`src/rtl/dnn_pkg.sv`:
```
// Shared constants and types for the DNN classifier back end.
// The argmax stage builds its runner-up / margin logic only when the
// ARGMAX_MARGIN_EN macro is defined.
package dnn_pkg;

   localparam int DATA_WIDTH  = 8;
   localparam int NUM_CLASSES = 10;
   localparam int IDX_WIDTH   = 4;

   // Index of the final class scanned; the counter stops here, so it never wraps.
   localparam logic [IDX_WIDTH-1:0] LAST_IDX = IDX_WIDTH'(NUM_CLASSES - 1);

   // Most negative signed score, used to seed the runner-up.
   localparam logic signed [DATA_WIDTH-1:0] SCORE_MIN = {1'b1, {(DATA_WIDTH-1){1'b0}}};

   typedef enum logic [1:0] {
      IDLE = 2'd0,
      SCAN = 2'd1,
      HOLD = 2'd2
   } argmax_state_t;

endpackage

```
`src/rtl/argmax_cmp.sv`:
```
// Combinational top-2 update for the argmax scan.
// Given the current score and index, returns the next best, best index and
// (with ARGMAX_MARGIN_EN) runner-up. Ties keep the earlier (lower) index.
module argmax_cmp
   import dnn_pkg::*;
(
   input  logic signed [DATA_WIDTH-1:0] score,
   input  logic        [IDX_WIDTH-1:0]  idx,
   input  logic signed [DATA_WIDTH-1:0] best,
   input  logic        [IDX_WIDTH-1:0]  best_idx,
`ifdef ARGMAX_MARGIN_EN
   input  logic signed [DATA_WIDTH-1:0] second,
   output logic signed [DATA_WIDTH-1:0] next_second,
`endif
   input  logic                         first,
   output logic signed [DATA_WIDTH-1:0] next_best,
   output logic        [IDX_WIDTH-1:0]  next_best_idx
);

   // Select the updated top-2 for this score.
   always_comb begin
      // NOTE: every output gets a default first so no path leaves it unassigned (no latch).
      next_best     = best;
      next_best_idx = best_idx;
`ifdef ARGMAX_MARGIN_EN
      next_second   = second;
`endif
      if (first) begin
         next_best     = score;
         next_best_idx = idx;
`ifdef ARGMAX_MARGIN_EN
         next_second   = SCORE_MIN;
`endif
      end else if (score > best) begin
`ifdef ARGMAX_MARGIN_EN
         next_second   = best;
`endif
         next_best     = score;
         next_best_idx = idx;
      end
`ifdef ARGMAX_MARGIN_EN
      else if (score > second) begin
         next_second   = score;
      end
`endif
   end

endmodule

```
`src/rtl/dnn_argmax_seq.sv`:
```
// Sequential argmax over the inference top's class scores.
// A rising edge of done scans NUM_CLASSES scores through out_idx/score, one per
// cycle, then holds the winning digit and score with valid set.
// ARGMAX_MARGIN_EN adds runner-up tracking and drives margin; otherwise margin is 0.
module dnn_argmax_seq
   import dnn_pkg::*;
(
   input  logic                         clk,
   input  logic                         rst,
   input  logic                         done,
   input  logic                         clear,
   output logic        [IDX_WIDTH-1:0]  out_idx,
   input  logic signed [DATA_WIDTH-1:0] score,
   output logic        [IDX_WIDTH-1:0]  digit,
   output logic signed [DATA_WIDTH-1:0] max_score,
   output logic        [DATA_WIDTH:0]   margin,
   output logic                         busy,
   output logic                         valid
);

   argmax_state_t                 state;
   logic        [IDX_WIDTH-1:0]   idx;
   logic                          done_q;
   logic                          wait_low;
   logic                          start;
   logic signed [DATA_WIDTH-1:0]  best;
   logic        [IDX_WIDTH-1:0]   best_idx;
   logic signed [DATA_WIDTH-1:0]  next_best;
   logic        [IDX_WIDTH-1:0]   next_best_idx;
`ifdef ARGMAX_MARGIN_EN
   logic signed [DATA_WIDTH-1:0]  second;
   logic signed [DATA_WIDTH-1:0]  next_second;
   logic        [DATA_WIDTH:0]    margin_q;
`endif

   // wait_low blocks a start until done has been seen low after reset, so a
   // done level that survives reset is not mistaken for a new completion.
   assign start   = done & ~done_q & ~wait_low;
   assign busy    = (state == SCAN);
   assign out_idx = idx;   // idx is held at 0 outside SCAN

`ifdef ARGMAX_MARGIN_EN
   assign margin = margin_q;
`else
   assign margin = '0;
`endif

   argmax_cmp u_cmp (
      .score         (score),
      .idx           (idx),
      .best          (best),
      .best_idx      (best_idx),
`ifdef ARGMAX_MARGIN_EN
      .second        (second),
      .next_second   (next_second),
`endif
      .first         (idx == '0),
      .next_best     (next_best),
      .next_best_idx (next_best_idx)
   );

   // FSM, scan counter, running top-2 and result registers.
   always_ff @(posedge clk or posedge rst) begin
      if (rst) begin
         state     <= IDLE;
         idx       <= '0;
         done_q    <= 1'b0;
         wait_low  <= 1'b1;
         best      <= '0;
         best_idx  <= '0;
         digit     <= '0;
         max_score <= '0;
         valid     <= 1'b0;
`ifdef ARGMAX_MARGIN_EN
         second    <= '0;
         margin_q  <= '0;
`endif
      end else begin
         // NOTE: non-blocking assignments so every register updates from pre-edge values.
         done_q <= done;
         if (!done) wait_low <= 1'b0;

         if (clear) begin
            state     <= IDLE;
            idx       <= '0;
            valid     <= 1'b0;
            digit     <= '0;
            max_score <= '0;
`ifdef ARGMAX_MARGIN_EN
            margin_q  <= '0;
`endif
         end else begin
            case (state)
               IDLE: begin
                  if (start) begin
                     state <= SCAN;
                     idx   <= '0;
                  end
               end
               SCAN: begin
                  best     <= next_best;
                  best_idx <= next_best_idx;
`ifdef ARGMAX_MARGIN_EN
                  second   <= next_second;
`endif
                  if (idx == LAST_IDX) begin
                     digit     <= next_best_idx;
                     max_score <= next_best;
`ifdef ARGMAX_MARGIN_EN
                     margin_q  <= {next_best[DATA_WIDTH-1], next_best}
                                - {next_second[DATA_WIDTH-1], next_second};
`endif
                     valid     <= 1'b1;
                     idx       <= '0;
                     state     <= HOLD;
                  end else begin
                     idx <= idx + IDX_WIDTH'(1);
                  end
               end
               HOLD: begin
                  if (start) begin
                     valid <= 1'b0;
                     idx   <= '0;
                     state <= SCAN;
                  end
               end
               default: state <= IDLE;
            endcase
         end
      end
   end

endmodule

```
`config.mk`:
```
export PLATFORM = sky130hd
export DESIGN_NAME = dnn_argmax_seq
export DESIGN_NICKNAME = d
export VERILOG_FILES = /design/src/rtl/dnn_pkg.sv /design/src/rtl/argmax_cmp.sv /design/src/rtl/dnn_argmax_seq.sv
export SDC_FILE = /design/constraint.sdc
export NUM_CORES = 1
export LEC_CHECK = 0
export BUFFER_PORTS_ARGS = -buffer_cell sky130_fd_sc_hd__buf_2
export CORE_AREA = 5 5 69 71
export DETAILED_ROUTE_END_ITERATION = 16
export DIE_AREA = 0 0 74 76
export MAX_ROUTING_LAYER = met4
export PLACE_DENSITY = 0.66
export SLEW_MARGIN = 40
export SYNTH_ARGS = -nofsm -noshare
export SYNTH_HDL_FRONTEND = slang
export SYNTH_SLANG_ARGS = --single-unit
```
`constraint.sdc`:
```
create_clock -name clk -period 2.99 [get_ports clk]
set_clock_uncertainty 0.2 [all_clocks]
set_input_delay 0 -clock clk [delete_from_list [all_inputs] [get_ports clk]]
set_output_delay 0 -clock clk [all_outputs]
set_load 0.005 [all_outputs]
```
==> results.ini <==
[place]
gp_congestion=0.753
portBuffers=29
dpl-instance-area_sq_um=1990
hpwl_mm=2.64

[routing]
wirelength_mm=3.86
ant_nets=0
wl_per_cell_um=13.7
drtIter0Drc=95
drc=0
num_vias=1440
first_pass_iters=4
vias_per_cell=5.12

[final_layout]
drive_above_1_share=0.231
nets=251
mostFrequentLayoutCells=dfrtp_1 (32), buf_2 (29), nand2_1 (28), inv_1 (14), nand4_1 (13)
syn_to_final_growth_pct=19.9
final_area_sq_um=2190
diodes=0
n_fill_cell=405
layout_commonest_cell=dfrtp_1

[floorplan]
initial_core_util=0.437
dieArea_sq_um=5620
die_x_um=74
io_pins=39
rows=24
core_sq_um=4170
die_height_um=76

[clocking]
clk_path_buf_depth=2
cts-resized-gates=0
cts_setup_buffers=0
cts_buffers=5
clkSinkCount=33
cts_root_buf=clkbuf_8
cts-htree-levels=2
cts_tree=done
clk_pin_slew_ns=0.07
clock_latency_ns=0.28
cts_hold_buf=11

[timing]
hold_viol_final=0
rsz0062_at_grt=no
finalCritPeriodShare=0.833
drv_slew=0
setup_viol=0
tns_ns=0
max_clock_freq_ghz=0.401
period_minus_slack_ns=2.49

[worst_setup_path]
worst-r2r-setup-slack_ns=0.50
crit_type=reg -> reg
cp-end-kind=flop
worstSetupStartpointType=flop
crit_path_max_fanout=15
cp.arrival_ns=2.46
cp.required_ns=2.96

[power_and_ir_drop]
powerDensity_nw_per_um2=508
finalPower_mw=1.11
leakage_nw=1.05
ir_worst_vdd_mv=0.365

[synth]
synth.distinct_cells=37
synth.avg_cell_area_sq_um=9.81
yosysWarnings=0
synthArstFlopShare=1.00
synthesis.instances=186
synth_area_sq_um=1830
yosysSeqAreaShare=0.453
ys_seq_elements=33
synth_edf_count=0
synth_ff_type=dfrtp_1

[global_routing]
grt_antenna_before_repair=0
grt_use_total=0.162
grt_max_degree=34
grt_pass1_wl_mm=6.91
grt_pass1_vias=1501
gr-total-overflow=0

[worst_hold_path]
hp-class=in -> async

[status]
outcome=complete, no violations

[run]
cap_viol_max_count=0

-- cells in the mapped netlist, drive strengths merged (2+ instances only) --
master,n,area [sq um]
dfrtp,32,801
nand2,28,105
inv,14,52.6
nand4,13,81.3
o211ai,12,90.1
buf,11,83.8
ha,11,138
mux2,10,113
nor2,10,37.5
a21oi,7,35.0
clkbuf,6,22.5
nand3b,4,30.0
o21ai,3,15.0
a32o,2,20.0
and2,2,12.5
nand2b,2,20.0
nand3,2,10.0
nor2b,2,12.5
or4b,2,23.8
-- state kept, by name (all words and copies together), names as in the netlist --
| register | count |
|---|---|
| best | 8 |
| best_idx | 4 |
| digit | 4 |
| valid | 1 |
| done_q | 1 |
| wait_low | 1 |
| max_score | 8 |
| out_idx | 4 |
| state | 2 |
-- through the flow --
| stage | hold WS (ns) | utilization | setup WS (ns) | std cells |
|---|---|---|---|---|
| CTS | 0.156 | 0.525 | 0.495 | 281 |
| global placement | -0.0840 | 0.477 | 0.601 | 262 |
| detailed placement | -0.0809 | 0.477 | 0.506 | 262 |
| floorplan | -0.169 | - | 0.780 | 194 |
| finish | 0.167 | 0.525 | 0.499 | 281 |
| global route | 0.212 | 0.525 | 0.397 | 281 |
-- worst paths after layout --
kind | startpoint | endpoint | cells past startpoint
worst max-delay path | best[3] | best[6] | 7
worst min-delay path | rst | max_score[1] | 4
worst max register to register | best[3] | best[6] | 7
worst min register to register | max_score[5] | max_score[5] | 2
max in group asynchronous | rst | wait_low | 4
min in group clk | done | done_q | 2
-- routing by layer --
metal / vias to the layer above / track usage / wire [um]
li1: 718 / - / -
met1: 690 / 0.196 / 1770
met2: 30 / 0.254 / 1880
met3: 2 / 0.0515 / 186
met4: 0 / 0.0489 / 24
met5: - / - / 0
-- logic make-up after synthesis --
kind of cell,count (synthesis),share of synthesized area
AO/OA/AOI/OAI,30,0.115
buffers and inverters,32,0.0891
adder cells (fa/ha/maj),11,0.0754
multiplexers,10,0.0617
other,1,0.00205
flip-flops,33,0.453
AND/OR/NAND/NOR,69,0.204
-- layout make-up --
cell class	instances	area, sq um	area share
repair buffers	44	285	0.130
well taps	52	65.1	0.0297
clock buffers	8	90.1	0.0411
multi-input cells	129	866	0.395
flip-flops and latches	33	827	0.378
inverters	15	56.3	0.0257
-- worst max-delay path: stages, from the launching register on --
cell and delay, ns:
dfrtp_1 0.36, inv_1 0.05, ha_1 0.32, nand4_1 0.13
nor2b_1 0.15, a21bo_2 0.37, a31o_2 0.41, mux2_2 0.38
-- report_power, final --
part | switching, mW | internal, mW | total, mW | leakage (nW)
Clock | 0.160 | 0.188 | 0.347 | 0.0455
Combinational | 0.148 | 0.105 | 0.253 | 0.565
Sequential | 0.0293 | 0.484 | 0.513 | 0.437
Power figures use the tool's default switching activity.
